### config.mk
export PLATFORM = sky130hd
export DESIGN_NAME = match_stim_gen_flat
export DESIGN_NICKNAME = d
export VERILOG_FILES = /design/src/rtl/match_stim_pkg.sv /design/src/rtl/match_stim_gen_if.sv /design/src/rtl/match_stim_gen_lfsr_gen.sv /design/src/rtl/match_stim_gen.sv /design/src/flat_wrapper.sv
export SDC_FILE = /design/constraint.sdc
export NUM_CORES = 1
export LEC_CHECK = 0
export BUFFER_PORTS_ARGS = -buffer_cell sky130_fd_sc_hd__buf_2
export CORE_ASPECT_RATIO = 0.5
export CORE_MARGIN = 4
export CORE_UTILIZATION = 30
export CTS_BUF_LIST = sky130_fd_sc_hd__clkbuf_8 sky130_fd_sc_hd__clkbuf_16
export DETAILED_ROUTE_END_ITERATION = 12
export SYNTH_ARGS = -nofsm -noshare
export SYNTH_HDL_FRONTEND = slang
export SYNTH_SLANG_ARGS = --single-unit
export TNS_END_PERCENT = 1
### constraint.sdc
create_clock -name clk -period 2.89 [get_ports clk]
set_input_delay 0.289 -clock clk [delete_from_list [all_inputs] [get_ports clk]]
set_output_delay 0.289 -clock clk [all_outputs]
set_load 0.1 [all_outputs]
### src/rtl/match_stim_pkg.sv
// Shared types, LFSR constants and helpers for the match stimulus generator.
package match_stim_pkg;

    typedef enum logic [1:0] {
        IDLE  = 2'd0,
        RUN   = 2'd1,
        DRAIN = 2'd2,
        DONE  = 2'd3
    } state_t;

    localparam int unsigned LFSR_W = 6;
    localparam logic [LFSR_W-1:0] LFSR_SEED = 6'h01;
    // x^6 + x^5 + 1, Fibonacci form: feedback is the XOR of the masked bits
    localparam logic [LFSR_W-1:0] LFSR_TAPS = 6'b110000;

    // Tap masks for other word widths; falls back to x^w + x^(w-1) + 1
    function automatic logic [31:0] taps_for(input int unsigned w);
        logic [31:0] t;
        case (w)
            4:       t = 32'h0000_000C;
            6:       t = 32'(LFSR_TAPS);
            8:       t = 32'h0000_00B8;
            16:      t = 32'h0000_B400;
            default: t = 32'h0000_0003 << (w - 2);
        endcase
        return t;
    endfunction

    // Increment that sticks at the all-ones value of a w-bit counter
    function automatic logic [31:0] sat_inc(input logic [31:0] v, input int unsigned w);
        logic [31:0] max;
        max = (w >= 32) ? 32'hFFFF_FFFF : ((32'(1) << w) - 32'(1));
        return (v >= max) ? max : v + 32'(1);
    endfunction

endpackage

### src/rtl/match_stim_gen_if.sv
// Stimulus/response bundle between the generator, its controller and the detector.
interface match_stim_gen_if #(
    parameter int unsigned W     = 3,
    parameter int unsigned CNT_W = 8
);
    logic             start;
    logic [2*W-1:0]   pattern;
    logic [CNT_W-1:0] num_words;
    logic             q;
    logic [W-1:0]     a;
    logic [W-1:0]     b;
    logic             valid;
    logic             done;
    logic             pass;
    logic [CNT_W-1:0] err_count;
    logic [CNT_W-1:0] match_count;

    modport master (
        input  start, pattern, num_words, q,
        output a, b, valid, done, pass, err_count, match_count
    );

    modport slave (
        output start, pattern, num_words, q,
        input  a, b, valid, done, pass, err_count, match_count
    );
endinterface

### src/rtl/match_stim_gen_lfsr_gen.sv
// Free-running Fibonacci LFSR that steps only when enabled.
module lfsr_gen #(
    parameter int unsigned       WIDTH = 6,
    parameter logic [WIDTH-1:0]  TAPS  = 6'b110000,
    parameter logic [WIDTH-1:0]  SEED  = 6'h01
) (
    input  logic             clk,
    input  logic             rst_n,
    input  logic             en,
    output logic [WIDTH-1:0] value
);

    always_ff @(posedge clk) begin
        if (!rst_n) begin
            value <= SEED;
        end else if (en) begin
            value <= {value[WIDTH-2:0], ^(value & TAPS)};
        end
    end

endmodule

### src/rtl/match_stim_gen.sv
// Emits LFSR words with a periodically injected pattern, predicts the detector
// response one cycle later and accumulates mismatch/match counts.
module match_stim_gen
    import match_stim_pkg::*;
#(
    parameter int unsigned W             = 3,
    parameter int unsigned INJECT_PERIOD = 4,
    parameter int unsigned CNT_W         = 8
) (
    input  logic              clk,
    input  logic              rst_n,
    match_stim_gen_if.master  bus
);

    localparam int unsigned WW   = 2 * W;
    localparam int unsigned PH_W = (INJECT_PERIOD > 1) ? $clog2(INJECT_PERIOD) : 1;
    localparam logic [PH_W-1:0] PH_LAST   = PH_W'(INJECT_PERIOD - 1);
    localparam logic [WW-1:0]   SEED      = WW'(LFSR_SEED);
    localparam logic [WW-1:0]   TAPS      = WW'(taps_for(WW));
    localparam logic [CNT_W-1:0] CNT_ONE  = CNT_W'(1);

    state_t           state, state_nxt;
    logic [CNT_W-1:0] k, k_nxt;
    logic [PH_W-1:0]  ph, ph_nxt;
    logic [WW-1:0]    pat_r, pat_nxt;
    logic [CNT_W-1:0] num_r, num_nxt;
    logic [WW-1:0]    word_r, word_nxt;
    logic             valid_r, valid_nxt;
    logic             done_r, done_nxt;
    logic             pass_r, pass_nxt;
    logic [CNT_W-1:0] err_r, err_nxt, err_chk;
    logic [CNT_W-1:0] match_r, match_nxt, match_chk;
    logic             exp_q;
    logic             chk_v;
    logic             lfsr_en;
    logic [WW-1:0]    lfsr;

    function automatic logic [PH_W-1:0] ph_wrap(input logic [PH_W-1:0] p);
        return (p == PH_LAST) ? '0 : p + PH_W'(1);
    endfunction

    lfsr_gen #(
        .WIDTH (WW),
        .TAPS  (TAPS),
        .SEED  (SEED)
    ) u_lfsr (
        .clk   (clk),
        .rst_n (rst_n),
        .en    (lfsr_en),
        .value (lfsr)
    );

    // Response check for the word shown in the previous cycle
    always_comb begin
        err_chk   = err_r;
        match_chk = match_r;
        if (chk_v) begin
            if (bus.q != exp_q) begin
                err_chk = CNT_W'(sat_inc(32'(err_r), CNT_W));
            end
            if (exp_q) begin
                match_chk = CNT_W'(sat_inc(32'(match_r), CNT_W));
            end
        end
    end

    // k/ph index the next word to emit; word_r holds the one on a/b
    always_comb begin
        state_nxt = state;
        k_nxt     = k;
        ph_nxt    = ph;
        pat_nxt   = pat_r;
        num_nxt   = num_r;
        word_nxt  = word_r;
        valid_nxt = 1'b0;
        done_nxt  = done_r;
        pass_nxt  = pass_r;
        err_nxt   = err_chk;
        match_nxt = match_chk;
        lfsr_en   = 1'b0;

        case (state)
            IDLE, DONE: begin
                if (bus.start) begin
                    err_nxt   = '0;
                    match_nxt = '0;
                    if (bus.num_words != '0) begin
                        pat_nxt   = bus.pattern;
                        num_nxt   = bus.num_words;
                        done_nxt  = 1'b0;
                        pass_nxt  = 1'b0;
                        word_nxt  = (PH_W'(0) == PH_LAST) ? bus.pattern : lfsr;
                        valid_nxt = 1'b1;
                        lfsr_en   = 1'b1;
                        k_nxt     = CNT_ONE;
                        ph_nxt    = ph_wrap('0);
                        state_nxt = RUN;
                    end else begin
                        done_nxt  = 1'b1;
                        pass_nxt  = 1'b1;
                        state_nxt = DONE;
                    end
                end
            end
            RUN: begin
                if (k == num_r) begin
                    state_nxt = DRAIN;
                end else begin
                    word_nxt  = (ph == PH_LAST) ? pat_r : lfsr;
                    valid_nxt = 1'b1;
                    lfsr_en   = 1'b1;
                    k_nxt     = k + CNT_ONE;
                    ph_nxt    = ph_wrap(ph);
                end
            end
            DRAIN: begin
                done_nxt  = 1'b1;
                pass_nxt  = (err_chk == '0);
                state_nxt = DONE;
            end
            default: state_nxt = IDLE;
        endcase
    end

    always_ff @(posedge clk) begin
        if (!rst_n) begin
            state   <= IDLE;
            k       <= '0;
            ph      <= '0;
            pat_r   <= '0;
            num_r   <= '0;
            word_r  <= '0;
            valid_r <= 1'b0;
            done_r  <= 1'b0;
            pass_r  <= 1'b0;
            err_r   <= '0;
            match_r <= '0;
            exp_q   <= 1'b0;
            chk_v   <= 1'b0;
        end else begin
            state   <= state_nxt;
            k       <= k_nxt;
            ph      <= ph_nxt;
            pat_r   <= pat_nxt;
            num_r   <= num_nxt;
            word_r  <= word_nxt;
            valid_r <= valid_nxt;
            done_r  <= done_nxt;
            pass_r  <= pass_nxt;
            err_r   <= err_nxt;
            match_r <= match_nxt;
            exp_q   <= (word_r == pat_r);
            chk_v   <= valid_r;
        end
    end

    assign bus.a           = word_r[WW-1:W];
    assign bus.b           = word_r[W-1:0];
    assign bus.valid       = valid_r;
    assign bus.done        = done_r;
    assign bus.pass        = pass_r;
    assign bus.err_count   = err_r;
    assign bus.match_count = match_r;

endmodule

### src/flat_wrapper.sv
// flat-port wrapper written by rule: the top's interface ports become plain ports
module match_stim_gen_flat import match_stim_pkg::*;
#(
    parameter int unsigned W             = 3,
    parameter int unsigned INJECT_PERIOD = 4,
    parameter int unsigned CNT_W         = 8
)
  (clk, rst_n, bus_start, bus_pattern, bus_num_words, bus_q, bus_a, bus_b, bus_valid, bus_done, bus_pass, bus_err_count, bus_match_count);
  match_stim_gen_if #(.W(W), .CNT_W(CNT_W)) bus_i ();
  input  logic clk;
  input  logic rst_n;
  input wire logic [$bits(bus_i.start)-1:0] bus_start;
  input wire logic [$bits(bus_i.pattern)-1:0] bus_pattern;
  input wire logic [$bits(bus_i.num_words)-1:0] bus_num_words;
  input wire logic [$bits(bus_i.q)-1:0] bus_q;
  output wire logic [$bits(bus_i.a)-1:0] bus_a;
  output wire logic [$bits(bus_i.b)-1:0] bus_b;
  output wire logic [$bits(bus_i.valid)-1:0] bus_valid;
  output wire logic [$bits(bus_i.done)-1:0] bus_done;
  output wire logic [$bits(bus_i.pass)-1:0] bus_pass;
  output wire logic [$bits(bus_i.err_count)-1:0] bus_err_count;
  output wire logic [$bits(bus_i.match_count)-1:0] bus_match_count;
  assign bus_i.start = bus_start;
  assign bus_i.pattern = bus_pattern;
  assign bus_i.num_words = bus_num_words;
  assign bus_i.q = bus_q;
  assign bus_a = bus_i.a;
  assign bus_b = bus_i.b;
  assign bus_valid = bus_i.valid;
  assign bus_done = bus_i.done;
  assign bus_pass = bus_i.pass;
  assign bus_err_count = bus_i.err_count;
  assign bus_match_count = bus_i.match_count;
  match_stim_gen #(.W(W), .INJECT_PERIOD(INJECT_PERIOD), .CNT_W(CNT_W)) u_core (.clk(clk), .rst_n(rst_n), .bus(bus_i));
endmodule
==> impl_metrics.ini <==
[job]
maxCapViolations = 0

[die]
die-area_um2 = 11540
placementRows = 25
start_util_pct = 31.00
ios = 43
fp.dieH_um = 77.98
die_w_um = 148.0
core_um2 = 9478

[critical_path]
cp_slowest_cell = a21oi_1
crit_type = flop to flop
endpoint_kind = flop
crit_top_cell = a21oi_1
crit_fanout = 11
cp_cell_sequence = inv_1 > ha_1 > a21oi_1 > a21oi_1 > a311oi_2
cp-start-kind = flop
cp.arrival_ps = 2320
reg2reg_slack_ps = 810
crit_required_ps = 3130
critPathMaxStageDelay_ps = 730

[finish]
finalNonFillerCells = 527
multi_input_area_um2 = 1625
synthToLayoutAreaGrowth_pct = 20.78
diodes = 0
final_layout_size_suffix_gt1_share_pct = 18.62
final_nets = 412
stdcell_area_um2 = 3548
seq_area_um2 = 1181
nFillCells = 985

[placement]
dp.cells = 511
dpl.hpwl_um = 4936
dp_slack_ps = 820.2
post_dp_cell_area_um2 = 3234
port_buffers = 42
place_congestion = 0.8085

[sta]
skew_ps = 4.537
hold_violations = 0
setup_viol = 0
fmax_mhz = 479.7
period_share_pct = 72.14
finalMaxSlewViolations = 0
fin_crit_ps = 2085
tightest_slew_ps = 891.9
fin_setup_tns_ps = 0
rsz0062_at_grt = false
maxSlewHeadroom_pct = 40.54
timing.final.ws_setup_ps = 805.3

[routing]
wl_per_cell_um = 13.00
remaining_drc_errors = 0
vias = 2583
routed_wl_um = 6852
dr.first_iter.drc_count = 127
drt-vias-per-instance = 4.901
firstDrtPassIters = 4
postRouteAntennaNets = 0

[power_and_ir_drop]
ir_worst_vdd_uv = 343.6
finalPower_uw = 3547
p_leak_uw = 0.001348
power_density_nw_per_um2 = 999.5

[synth]
yosysWarnings = 0
synth_fp_nets = 373
yosys-top-cells-area = dfxtp_1, nand2_1, a21oi_1
synth_area_leader_cell = dfxtp_1
ys_ff_latch = 59
async_flop_share_pct = 0
synthesis.area_um2 = 2938
yosysTopAreaCellShare_pct = 40.20
ys_seq_area_share_pct = 40.20
ys_types = 54
ys_dominant_reg_cell = dfxtp_1
synthCells = 348
syn_avg_cell_area_um2 = 8.442
synth_edf_count = 0

[cts]
cts_buffer_depth = 2
cts_setup_buffers = 0
cts_resized = 0
cts_max_level = 3
cts_tree = done
clock_latency_ps = 320
numCtsBuffers = 9
cts_hold_buffers = 0
path_clk_slew_ps = 50
root_buffer = clkbuf_16
clock_sinks = 59

[status]
outcome = finished clean

[global_route]
grt_first_pass_wirelength_um = 11690
grt_pass1_vias = 2396
track_usage_pct = 12.46
antenna_found_initial = 0
grt_max_degree = 29
grt_overflow_total = 0

[min_path]
hp-class = input pin to flop
worst max-delay path, delay by kind of cell (launching register included):
kind,cells,cell delay [ps]
compound gates,3,1150
fa+ha+maj,1,410
flops,1,370
buf+inv,1,60
routing by layer:
metal | part of all wire [%] | track usage [%] | up-vias
met2 | 43 | 19.19 | 67
met1 | 50 | 16.86 | 1188
met3 | 6.1 | 3.851 | 7
met5 | 0 | 0 | -
li1 | - | - | 1321
met4 | 1.2 | 3.594 | 0
synthesized netlist by cell type (2+ instances only):
master / count
and3_1: 3
nand2_1: 60
a311oi_1: 8
o21ai_0: 3
dfxtp_1: 59
and2_1: 2
mux2i_1: 16
xnor2_1: 15
inv_1: 8
buf_1: 2
buf_2: 3
a21oi_1: 41
nand4_1: 7
or4_1: 3
or4_4: 2
nor3_1: 11
nand3b_1: 2
nor2_1: 23
nor2b_1: 2
nor4_1: 6
o31ai_1: 4
ha_1: 7
clkbuf_1: 8
xor2_1: 5
nand3_1: 19
cells in the final DEF, fill, tap and decap left out, types with 2 or more instances in the layout:
cell       instances
nand2_1           60
nand3b_1           2
xor2_1             5
o21ai_0            3
clkbuf_16          9
or4_4              2
nor2b_1            2
dfxtp_1           59
nand3_1           19
nor3_1            11
and2_1             2
nand4_1            7
buf_2             42
nor4_1             6
and3_1             3
mux2i_1           16
inv_1              8
a21oi_1           41
xnor2_1           15
ha_1               7
nor2_1            23
a311oi_1           8
clkinv_2           2
or4_1              3
clkbuf_8           3
buf_4              2
o31ai_1            4
power by group:
part | internal (uW) | switching, uW
Sequential | 969 | 137
Clock | 734 | 368
Combinational | 386 | 954
state kept, by name (all words and copies together), names as in the netlist:
signal and cells:
u_core.ph 2, u_core.num_r 8, u_core.bus.match_count 8, u_core.chk_v 1, u_core.state 2, u_core.bus.err_count 8
u_core.exp_q 1, u_core.bus.done 1, u_core.k 8, u_core.pat_r 6, u_core.u_lfsr.value 6, u_core.bus.valid 1
u_core.bus.pass 1, u_core.word_r 6
kinds of logic after synthesis:
logic type,Yosys count,share of synthesized area [%]
compound gates,71,15.42
simple gates,148,24.57
xor+xnor,21,6.516
buf+inv,25,4.472
mux,17,5.835
flops,59,40.20
fa+ha+maj,7,2.981
stage by stage:
step	util, %	hold WS (ps)
2_1_floorplan	-	425.0
3_3_place_gp	34.13	455.2
3_5_place_dp	34.13	456.0
4_1_cts	37.44	198.0
5_1_grt	37.44	216.7
6_report	37.44	208.3
final timing paths:
kind	startpoint	to	depth (start not counted)
worst max-delay path	u_core.state[0]	u_core.k[0]	5
worst min-delay path	bus_pattern[2]	u_core.pat_r[2]	3
worst max register to register	u_core.state[0]	u_core.k[0]	5
worst min register to register	u_core.bus.valid	u_core.chk_v	1
area by class of cell:
type                            instances  area share, %
Tap cell                              135          4.760
Timing Repair Buffer                   44          6.347
Clock buffer                           12          7.511
Clock inverter                          4          1.340
Inverter                                9         0.9520
Multi-Input combinational cell        264          45.80
Sequential cell                        59          33.29
No activity file was read; power rests on OpenSTA's default activity.
